==> src/rtl/cntr_bcd_display.sv <==
// Binary-to-BCD converter using a sequential double-dabble, driving a 3-digit multiplexed 7-segment display.
// Optional leading-zero blanking on the display is enabled with CNTR_BCD_LZ_BLANK_EN; bcd is unaffected by it.
//
// state   | meaning
// --------+---------------------------------------------------------------
// S_IDLE  | waiting for q_in to differ from the last converted value (or for the post-reset conversion)
// S_SHIFT | double-dabble: adjust the nibbles, then shift; 8 iterations
// S_DONE  | publish acc to bcd, pulse bcd_valid, remember the converted value
module cntr_bcd_display #(
    parameter int SCAN_DIV       = 4,
    parameter bit SEG_ACTIVE_LOW = 1'b1
) (
    input  logic        clk,
    input  logic        rst,
    input  logic [7:0]  q_in,
    output logic [11:0] bcd,
    output logic        bcd_valid,
    output logic [2:0]  an,
    output logic [6:0]  seg
);

    localparam logic [1:0] S_IDLE  = 2'd0;
    localparam logic [1:0] S_SHIFT = 2'd1;
    localparam logic [1:0] S_DONE  = 2'd2;

    localparam int            PW        = (SCAN_DIV > 1) ? $clog2(SCAN_DIV) : 1;
    localparam logic [PW-1:0] PRESC_MAX = PW'(SCAN_DIV - 1);

    logic [1:0]    state;
    logic [7:0]    sreg;
    logic [7:0]    q_cap;
    logic [7:0]    q_last;
    logic [11:0]   acc;
    logic [11:0]   acc_adj;
    logic [2:0]    iter;
    logic          init_pend;
    logic [PW-1:0] presc;
    logic [1:0]    dig_idx;
    logic [3:0]    nib;
    logic          blank;
    logic [6:0]    seg_raw;

    always_comb begin
        acc_adj = acc;
        for (int i = 0; i < 3; i++) begin
            if (acc[i*4 +: 4] >= 4'd5)
                acc_adj[i*4 +: 4] = acc[i*4 +: 4] + 4'd3;
        end
    end

    // iter is a down-counter: loaded with 7, so eight shifts happen before S_DONE
    always_ff @(posedge clk) begin
        if (rst) begin
            state     <= S_IDLE;
            sreg      <= 8'd0;
            q_cap     <= 8'd0;
            q_last    <= 8'd0;
            acc       <= 12'd0;
            iter      <= 3'd0;
            init_pend <= 1'b1;
            bcd       <= 12'h000;
            bcd_valid <= 1'b0;
        end else begin
            bcd_valid <= 1'b0;
            case (state)
                S_IDLE: begin
                    if ((q_in != q_last) || init_pend) begin
                        sreg  <= q_in;
                        q_cap <= q_in;
                        acc   <= 12'd0;
                        iter  <= 3'd7;
                        state <= S_SHIFT;
                    end
                end
                S_SHIFT: begin
                    acc  <= {acc_adj[10:0], sreg[7]};
                    sreg <= {sreg[6:0], 1'b0};
                    if (iter == 3'd0)
                        state <= S_DONE;
                    else
                        iter <= iter - 3'd1;
                end
                S_DONE: begin
                    bcd       <= acc;
                    q_last    <= q_cap;
                    init_pend <= 1'b0;
                    bcd_valid <= 1'b1;
                    state     <= S_IDLE;
                end
                default: state <= S_IDLE;
            endcase
        end
    end

    always_ff @(posedge clk) begin
        if (rst) begin
            presc   <= '0;
            dig_idx <= 2'd0;
        end else if (presc == PRESC_MAX) begin
            presc   <= '0;
            dig_idx <= (dig_idx == 2'd2) ? 2'd0 : dig_idx + 2'd1;
        end else begin
            presc <= presc + 1'b1;
        end
    end

    function automatic logic [6:0] seg_decode(input logic [3:0] d);
        case (d)
            4'd0:    seg_decode = 7'h3F;
            4'd1:    seg_decode = 7'h06;
            4'd2:    seg_decode = 7'h5B;
            4'd3:    seg_decode = 7'h4F;
            4'd4:    seg_decode = 7'h66;
            4'd5:    seg_decode = 7'h6D;
            4'd6:    seg_decode = 7'h7D;
            4'd7:    seg_decode = 7'h07;
            4'd8:    seg_decode = 7'h7F;
            4'd9:    seg_decode = 7'h6F;
            default: seg_decode = 7'h00;
        endcase
    endfunction

    always_comb begin
        an    = 3'b111;
        nib   = 4'd0;
        blank = 1'b0;
        case (dig_idx)
            2'd0: begin
                an  = 3'b110;
                nib = bcd[3:0];
            end
            2'd1: begin
                an  = 3'b101;
                nib = bcd[7:4];
`ifdef CNTR_BCD_LZ_BLANK_EN
                blank = (bcd[11:4] == 8'd0);
`endif
            end
            2'd2: begin
                an  = 3'b011;
                nib = bcd[11:8];
`ifdef CNTR_BCD_LZ_BLANK_EN
                blank = (bcd[11:8] == 4'd0);
`endif
            end
            default: begin
                an  = 3'b111;
                nib = 4'd0;
            end
        endcase
        seg_raw = blank ? 7'h00 : seg_decode(nib);
        seg     = SEG_ACTIVE_LOW ? ~seg_raw : seg_raw;
    end

endmodule
==> config.mk <==
export PLATFORM = sky130hd
export DESIGN_NAME = cntr_bcd_display
export DESIGN_NICKNAME = d
export VERILOG_FILES = /design/src/rtl/cntr_bcd_display.sv
export SDC_FILE = /design/constraint.sdc
export NUM_CORES = 1
export LEC_CHECK = 0
export CAP_MARGIN = 5
export CORE_ASPECT_RATIO = 2
export CORE_MARGIN = 2
export CORE_UTILIZATION = 45
export CTS_BUF_LIST = sky130_fd_sc_hd__clkbuf_16
export DETAILED_ROUTE_END_ITERATION = 16
export PLACE_DENSITY = 0.67
export SLEW_MARGIN = 10
export SYNTH_ARGS = -nofsm -noshare
export SYNTH_HDL_FRONTEND = slang
export SYNTH_SLANG_ARGS = --single-unit
==> constraint.sdc <==
create_clock -name clk -period 2.7 [get_ports clk]
set_input_delay 0.405 -clock clk [delete_from_list [all_inputs] [get_ports clk]]
set_output_delay 0.405 -clock clk [all_outputs]
set_load 0.03 [all_outputs]
# Word level (Yosys, flattened, before mapping)
# Memory sizes are Yosys's and may differ from the RTL's.
# Index checks and enable logic that the tools add are counted.
# word_totals
register_bits,59
romBits,112
output_inout_bits,23
word_cells,58
n_memories,1
# mem_list
name,words,width,read_ports,rd_ports_with_merged_regs,wr,line_no,rtl
(name not given),16,7,1,0,0,108,case (d)
# classes
n_addsub,6
order_cmp,3
n_eq_ne,9
n_mux,17
n_bitwise,1
n_reduce_logical,10
# op_table
operator,n
$pmux 12 s2,1
$pmux 8 s2,1
$ge 4x3->1 const B,3
$mux 12,1
$pmux 4 s3,1
$mux 3,3
$pmux 3 s3,1
$add 4x2->4 const B,2
$mux 4,2
$mux 8,1
$ne 8x8->1,1
$not 7->7,1
$eq 2x2->1 const B,3
$mux 2,3
$ne 2x2->1 const B,3
$pmux 3 s2,1
$reduce_and 2->1,3
$add 2x1->2 const B,2
$eq 2x1->1 const B,2
$logic_not 2->1,2
$pmux 2 s2,1
$add 3x2->3 const B,1
$logic_not 3->1,1
$reduce_and 3->1,1
other kinds (5),5

# Depth between registers and ports, before layout
# Gate-level depths: netlist of run 1.
# logic_depth
depth_word,4
depth_mapped,8

# Least setup slack after synthesis of run 1
# Ideal clock, no wire load.
# synth_path
kind,register -> output
startpoint,register dig_idx[1]
endpoint,output port seg[4]
arrival_ps,2060
required_ps,2295
setup_slack_ps,235
path_stages_with_launch,9
cell_sequence,dfxtp_1 > buf_2 > buf_2 > mux2i_1 > o22a_1 > inv_1 > ha_1 > mux2_2 > a21oi_1
# synth_via
elab_chain_len,4
elab_cells_between_ends,6
# synth_rtl
element,line_no,rtl
"start, declared",38,logic [1:0] dig_idx;
"start signal, assigned",101,dig_idx <= (dig_idx == 2'd2) ? 2'd0 : dig_idx + 2'd1;
$eq 2x2->1 (tied with other cells),127,case (dig_idx)
$pmux 4 s3 (*),127,
$mem_v2 16x7 (*),-,
$not 7->7 (*),152,seg = SEG_ACTIVE_LOW ? ~seg_raw : seg_raw;
"end, declared",19,output logic [6:0] seg
# Mark *: on every way between the ends. The rest lies on a longest branch, timed or not.

# Worst setup path in the final report of run 1
# layout_path
startpoint,register dig_idx[1]
endpoint,output port seg[6]
# Same word-level chain as after synthesis.

==> results of run 1 <==
## per-stage QoR
step	worst slack (ns)	util, %
3_5_place_dp	0.0804	51.7
6_report	0.142	56.0
5_1_grt	0.0113	56.0
2_1_floorplan	0.235	-
4_1_cts	0.113	56.0
3_3_place_gp	0.168	51.7
## flip-flops by register name, summed over array words and instances, names as in the netlist
| register | count |
|---|---|
| init_pend | 1 |
| dig_idx | 2 |
| q_cap | 8 |
| bcd_valid | 1 |
| sreg | 8 |
| bcd | 12 |
| q_last | 8 |
| presc | 2 |
| iter | 3 |
| state | 2 |
| acc | 12 |
## synthesized netlist by cell type (all sizes together)
master,number
dfxtp,59
nand2,51
a21oi,44
nor2,30
buf,20
inv,17
ha,14
nand3,13
a211oi,10
o21ai,10
nand4,9
nor3b,9
a22oi,8
clkbuf,8
mux2i,8
nor2b,8
a221oi,7
nand2b,7
xnor2,7
a2111oi,6
nor3,6
o221a,6
and3,5
a21o,3
a311oi,3
a31oi,3
mux2,3
o22a,3
or2,3
xor2,3
and2,2
a31o,1
a32oi,1
a41oi,1
and4,1
clkinv,1
nor4,1
o221ai,1
o22ai,1
o311ai,1
o31ai,1
or4,1
## layout make-up
| cell class | count | area, um^2 |
|---|---|---|
| fillers | 729 | 3200 |
| multi-input cells | 291 | 1980 |
| inverters | 18 | 67.6 |
| clock buffers | 9 | 225 |
| repair buffers | 47 | 417 |
| flip-flops and latches | 59 | 1180 |
| well taps | 92 | 115 |
| clock inverters | 7 | 82.6 |
## kinds of logic (layout without fill, tap and decap cells)
kind of cell               count (synthesis)  in the layout  share of synthesized area (%)
AOI/OAI and AO/OA                        110            110                           24.9
xor gates and xnor gates                  10             10                           2.58
adders and majority gates                 14             14                           5.17
buffers and inverters                     46             81                           7.01
DFF                                       59             59                           34.8
muxes                                     11             11                           3.36
and+or+nand+nor                          146            146                           22.1
## placed cells by master (no fill, tap or decap), types with 4 or more instances in the layout
cell and n:
dfxtp_1 58, a221oi_2 7, and3_1 5, nand4_1 8, nand2b_1 6, o21ai_0 10
clkbuf_16 9, clkdlybuf4s50_1 24, a22oi_1 6, a21oi_1 44, nand3_1 13, a211oi_1 9
mux2i_1 8, ha_1 14, nor2b_1 8, a2111oi_1 4, nor3b_1 7, nor2_1 30
buf_4 17, dlygate4sd2_1 5, nor3_1 5, inv_1 17, xnor2_1 7, o221a_1 6
nand2_1 51
## final timing paths
kind              startpoint        to  slack [ns]  cells past startpoint
hold reg to reg     presc[0]  presc[0]        0.43                      1
hold / removal      presc[0]  presc[0]        0.43                      1
setup reg to reg      acc[5]    acc[5]        0.77                      6
setup / recovery  dig_idx[1]    seg[6]        0.14                      7
## metal layers
layer / share of wire [%] / up-vias
met1: 36 / 1452
met3: 2.7 / 19
met5: 0 / -
met4: 4.4 / 0
met2: 56 / 69
li1: - / 1489
## power breakdown
group | leakage, nW | total (mW) | switching, mW | internal, mW
Sequential | 0.483 | 0.971 | 0.0421 | 0.929
Combinational | 0.848 | 0.322 | 0.197 | 0.125
Clock | 0.154 | 1.19 | 0.392 | 0.795
Total | 1.49 | 2.48 | 0.631 | 1.85
## repair_timing
action | in CTS | in global routing
endpoints found under the setup margin | 6 | 0
hold endpoints to repair | 0 | 0
resized for setup | 7 | 0
==> flow_metrics.env, run 1 <==
export IMPL_outcome="completed"
export IMPL_grt_max_degree=35
export IMPL_yosys_top_cells_area="dfxtp_1 35%, a21oi_1 6.5%, nand2_1 5.6%, ha_1 5.2%, nor2_1 3.3%"
export IMPL_p_leak_nw=1.49
export IMPL_coreArea_um2=7270
export IMPL_synth_top_cell_area_share_pct=34.8
export IMPL_first_pass_iters=4
export IMPL_syn_nets=420
export IMPL_fin_area_um2=4070
export IMPL_postCtsSetupBuffers=0
export IMPL_cts_reportedPaths_clkPinSlew_ns=0.05
export IMPL_numPortBuffers=32
export IMPL_hp_class="flip-flop to flip-flop"
export IMPL_postSynthCellCount=396
export IMPL_relSlewSlack_pct=57.2
export IMPL_power_total_mw=2.48
export IMPL_max_stage_delay_ns=0.46
export IMPL_syn_area_per_cell_um2=8.56
export IMPL_num_nets_final=450
export IMPL_setup_tns_ns=0
export IMPL_ant_nets=0
export IMPL_place_congestion=0.846
export IMPL_crit_path_frequent_cell="mux2i_1"
export IMPL_fmax_mhz=391
export IMPL_htreeDepth=3
export IMPL_clock_sinks=59
export IMPL_power_density_nw_per_um2=610
export IMPL_avgViaCountPerCell=5.79
export IMPL_maxCapViolCount=0
export IMPL_cts_root_buf="clkbuf_16"
export IMPL_antennaDiodeCount=0
export IMPL_crit_path_end_kind="output pin"
export IMPL_synth_seq_cells=59
export IMPL_finalWirelength_mm=8.76
export IMPL_drc_errors=0
export IMPL_cts_tree="done"
export IMPL_synth_area_um2=3390
export IMPL_use_met1_pct=20.9
export IMPL_fin_worst_skew_ns=0.00542
export IMPL_crit_buf_inv=2
export IMPL_tightest_slew_ns=0.626
export IMPL_drt_iter0_drc=88
export IMPL_fp_dieH_um=127
export IMPL_setup_violations=0
export IMPL_crit_path_start_kind="flip-flop"
export IMPL_ys_types=55
export IMPL_rsz0062_at_grt="no"
export IMPL_syn_to_final_growth_pct=20.0
export IMPL_synth_top_cell_by_area="dfxtp_1"
export IMPL_final_cells=523
export IMPL_grt_overflow_total=0
export IMPL_hold_slack_ns=0.434
export IMPL_layout_drive_gt1_share_pct=13.9
export IMPL_crit_slowest_cell="dfxtp_2"
export IMPL_vias=3029
export IMPL_crit_type="flip-flop to output pin"
export IMPL_cp_max_fo=9
export IMPL_grt_pass1_vias=2938
export IMPL_cts_buffers_inserted=9
export IMPL_grt_pass1_wl_mm=13.9
export IMPL_place_hpwl_mm=6.41
export IMPL_clockBufferDepth=2
export IMPL_die_x_um=65.4
export IMPL_num_rows=44
export IMPL_path_cells="mux2i_1 > o22a_1 > inv_1 > ha_1 > mux2i_1 > a21oi_1 > dlygate4sd2_1"
export IMPL_grt_use_met3_pct=4.34
export IMPL_io_pins=33
export IMPL_antenna_found_initial=0
export IMPL_met2_usage_pct=41.6
export IMPL_finalHoldViolCount=0
export IMPL_grt_busiest_layer="met2"
export IMPL_grt_use_total_pct=21.8
export IMPL_min_period_ns=2.56
export IMPL_min_period_over_period_pct=94.7
export IMPL_path_delay_family="flip-flops"
export IMPL_postCtsHoldBufs=0
export IMPL_critical_path_required_ns=2.30
export IMPL_ir_drop_v=0.000484
export IMPL_routedWlPerCell_um=16.7
export IMPL_dpl_cell_count=507
export IMPL_dpl_cell_area_um2=3760
export IMPL_clk_latency_ns=0.33
export IMPL_critPathArrivalTime_ns=2.15
export IMPL_ys_seq_area_share_pct=34.8
export IMPL_initial_utilization_pct=46.6
export IMPL_slew_violations=0
export IMPL_ys_warn_count=0
export IMPL_dieArea_um2=8280
Power figures use the tool's default switching activity.
==> inputs of run 2 (changes only) <==
==> constraint.sdc (replaced) <==
create_clock -name clk -period 2.6 [get_ports clk]
set_input_delay 0.39 -clock clk [delete_from_list [all_inputs] [get_ports clk]]
set_output_delay 0.39 -clock clk [all_outputs]
set_load 0.03 [all_outputs]
==> run 2 against run 1 <==
Total power grew 7.7%. Die area unchanged. Setup slack got worse by 0.019 ns. Highest routed layer unchanged. Largest cell class unchanged. Critical path depth unchanged. Global-route usage down 0.12 points. Sequential share of layout area down 0.20 points. First-iteration DRC count grew 43%. Final area is 0.92% higher. Largest power group unchanged.
==> flow_metrics.env, run 2 (synthesis gave the netlist of run 1 again) <==
export IMPL_outcome="completed"
export IMPL_grt_pass1_wl_mm=13.9
export IMPL_clockBufferDepth=2
export IMPL_vias=3004
export IMPL_cts_tree="done"
export IMPL_crit_type="flip-flop to output pin"
export IMPL_first_pass_iters=5
export IMPL_finalWirelength_mm=8.45
export IMPL_tightest_slew_ns=0.644
export IMPL_critical_path_required_ns=2.21
export IMPL_critPathArrivalTime_ns=2.09
export IMPL_postCtsSetupBuffers=0
export IMPL_routedWlPerCell_um=16.1
export IMPL_layout_common_cells="58 x dfxtp_1, 51 x nand2_1, 44 x a21oi_1, 30 x nor2_1"
export IMPL_slew_violations=0
export IMPL_path_delay_family="buffers and inverters"
export IMPL_grt_pass1_vias=2908
export IMPL_p_sw_mw=0.652
export IMPL_fill_cells=690
export IMPL_crit_slowest_cell="dfxtp_1"
export IMPL_crit_path_frequent_cell="buf_4"
export IMPL_antenna_found_initial=0
export IMPL_coreArea_um2=7270
export IMPL_comb_power_share_pct=12.3
export IMPL_crit_path_end_kind="output pin"
export IMPL_setup_violations=0
export IMPL_switching_share_pct=24.4
export IMPL_fin_util_pct=56.5
export IMPL_drc_errors=0
export IMPL_fp_dieH_um=127
export IMPL_p_leak_nw=1.50
export IMPL_place_congestion=0.840
export IMPL_syn_to_final_growth_pct=21.1
export IMPL_pwr_share_seq_pct=37.7
export IMPL_setup_tns_ns=0
export IMPL_fmax_mhz=404
export IMPL_htreeDepth=3
export IMPL_p_int_mw=2.02
export IMPL_min_period_over_period_pct=95.3
export IMPL_layout_drive_gt1_share_pct=15.2
export IMPL_num_rows=44
export IMPL_drt_iter0_drc=126
export IMPL_fin_worst_skew_ns=0.00643
export IMPL_grt_overflow_total=0
export IMPL_finalHoldViolCount=0
export IMPL_antennaDiodeCount=0
export IMPL_cts_buffers_inserted=9
export IMPL_initial_utilization_pct=46.6
export IMPL_power_total_mw=2.67
export IMPL_ir_drop_v=0.000346
export IMPL_min_period_ns=2.48
export IMPL_cts_reportedPaths_clkPinSlew_ns=0.05
export IMPL_path_cells="buf_4 > nand2_1 > o22ai_4 > buf_4 > mux2_2 > a21oi_1 > buf_4"
export IMPL_hp_class="input port to flip-flop"
export IMPL_cts_root_buf="clkbuf_16"
export IMPL_io_pins=33
export IMPL_power_density_nw_per_um2=651
export IMPL_top_regs="acc x12, bcd x12"
export IMPL_num_nets_final=453
export IMPL_max_stage_delay_ns=0.45
export IMPL_clock_sinks=59
export IMPL_place_hpwl_mm=6.26
export IMPL_clk_latency_ns=0.33
export IMPL_crit_path_start_kind="flip-flop"
export IMPL_ant_nets=0
export IMPL_numPortBuffers=32
export IMPL_rsz0062_at_grt="no"
export IMPL_cp_max_fo=9
export IMPL_crit_buf_inv=3
export IMPL_dieArea_um2=8280
export IMPL_avgViaCountPerCell=5.71
export IMPL_final_common_cell="dfxtp_1"
export IMPL_grt_max_degree=36
export IMPL_die_x_um=65.4
export IMPL_maxCapViolCount=0
export IMPL_relSlewSlack_pct=55.9
export IMPL_clkPwrFrac_pct=50.0
export IMPL_grt_use_total_pct=21.7
## run 2: changes by cell type in the layout (fill, tap and decap cells not counted)
cell | before | now
dfxtp_4 | 0 | 1
bufinv_16 | 2 | 3
clkinv_1 | 3 | 4
dlygate4sd2_1 | 5 | 1
clkinv_2 | 3 | 1
dfxtp_2 | 1 | 0
buf_4 | 17 | 24
nor3_4 | 1 | 0
nor3_2 | 0 | 1
## run 2: timing repair
item                                    4_1_cts  5_1_grt
resized for setup                             2        1
endpoints found under the hold margin         0        0
hold buffers                                  0        0
endpoints found under the setup margin        2        1
gates cloned                                  0        0
## run 2: power by group through the flow
stage,clock network (mW),registers (mW),logic [mW]
floorplan,0,1.01,0.269
global placement,0,1.02,0.322
detailed placement,0,1.03,0.330
CTS,1.36,1.01,0.331
global route,1.39,1.01,0.371
finish,1.33,1.01,0.329
## run 2: path summary, 6_finish.rpt
path	startpoint	end	slack [ns]	cells after the start
worst min register to register	presc[0]	presc[0]	0.42	1
worst max register to register	acc[1]	acc[1]	0.65	6
worst max-delay path	dig_idx[0]	seg[4]	0.12	7
worst min-delay path	rst	bcd[2]	0.36	2
## run 2: final cells by class
| cell class | count | area [um^2] | share of cell area, % |
|---|---|---|---|
| Clock buffer | 9 | 225 | 5.49 |
| Timing Repair Buffer | 50 | 434 | 10.6 |
| Sequential cell | 59 | 1180 | 28.9 |
| Tap cell | 92 | 115 | 2.80 |
| Inverter | 18 | 67.6 | 1.65 |
| Clock inverter | 7 | 106 | 2.59 |
| Multi-Input combinational cell | 291 | 1970 | 48.0 |
## run 2: worst register-to-register path: stages, from the launching register on
cell       delay (ns)
dfxtp_1          0.37
inv_1            0.11
ha_1             0.19
nand2b_1         0.17
a2111oi_0        0.61
a21oi_1          0.12
a221oi_2         0.30
## run 2: layer usage
metal	GRT usage [%]	up-vias	share of wire (%)
met3	4.34	18	2.4
met5	0	-	0
met2	42.0	57	57
met4	10.3	0	2.9
met1	20.7	1435	37
li1	-	1494	-
## run 2: stage by stage
step	setup slack, ns	instances	hold WS, ns	instance area, um^2
after floorplan	0.150	396	0.404	3390
after global placement	0.112	510	0.416	3770
after detailed placement	0.0482	510	0.417	3770
after CTS	0.0643	526	0.346	4100
after global routing	0.0220	526	0.380	4100
final	0.123	526	0.356	4100
==> inputs of run 3 (changes only) <==
--- a/config.mk
+++ b/config.mk
@@ -5,7 +5,6 @@
 export SDC_FILE = /design/constraint.sdc
 export NUM_CORES = 1
 export LEC_CHECK = 0
-export CAP_MARGIN = 5
 export CORE_ASPECT_RATIO = 2
 export CORE_MARGIN = 2
 export CORE_UTILIZATION = 45
==> results of run 3 <==
The final DEF is identical to that of run 2; final timing and power are the same.
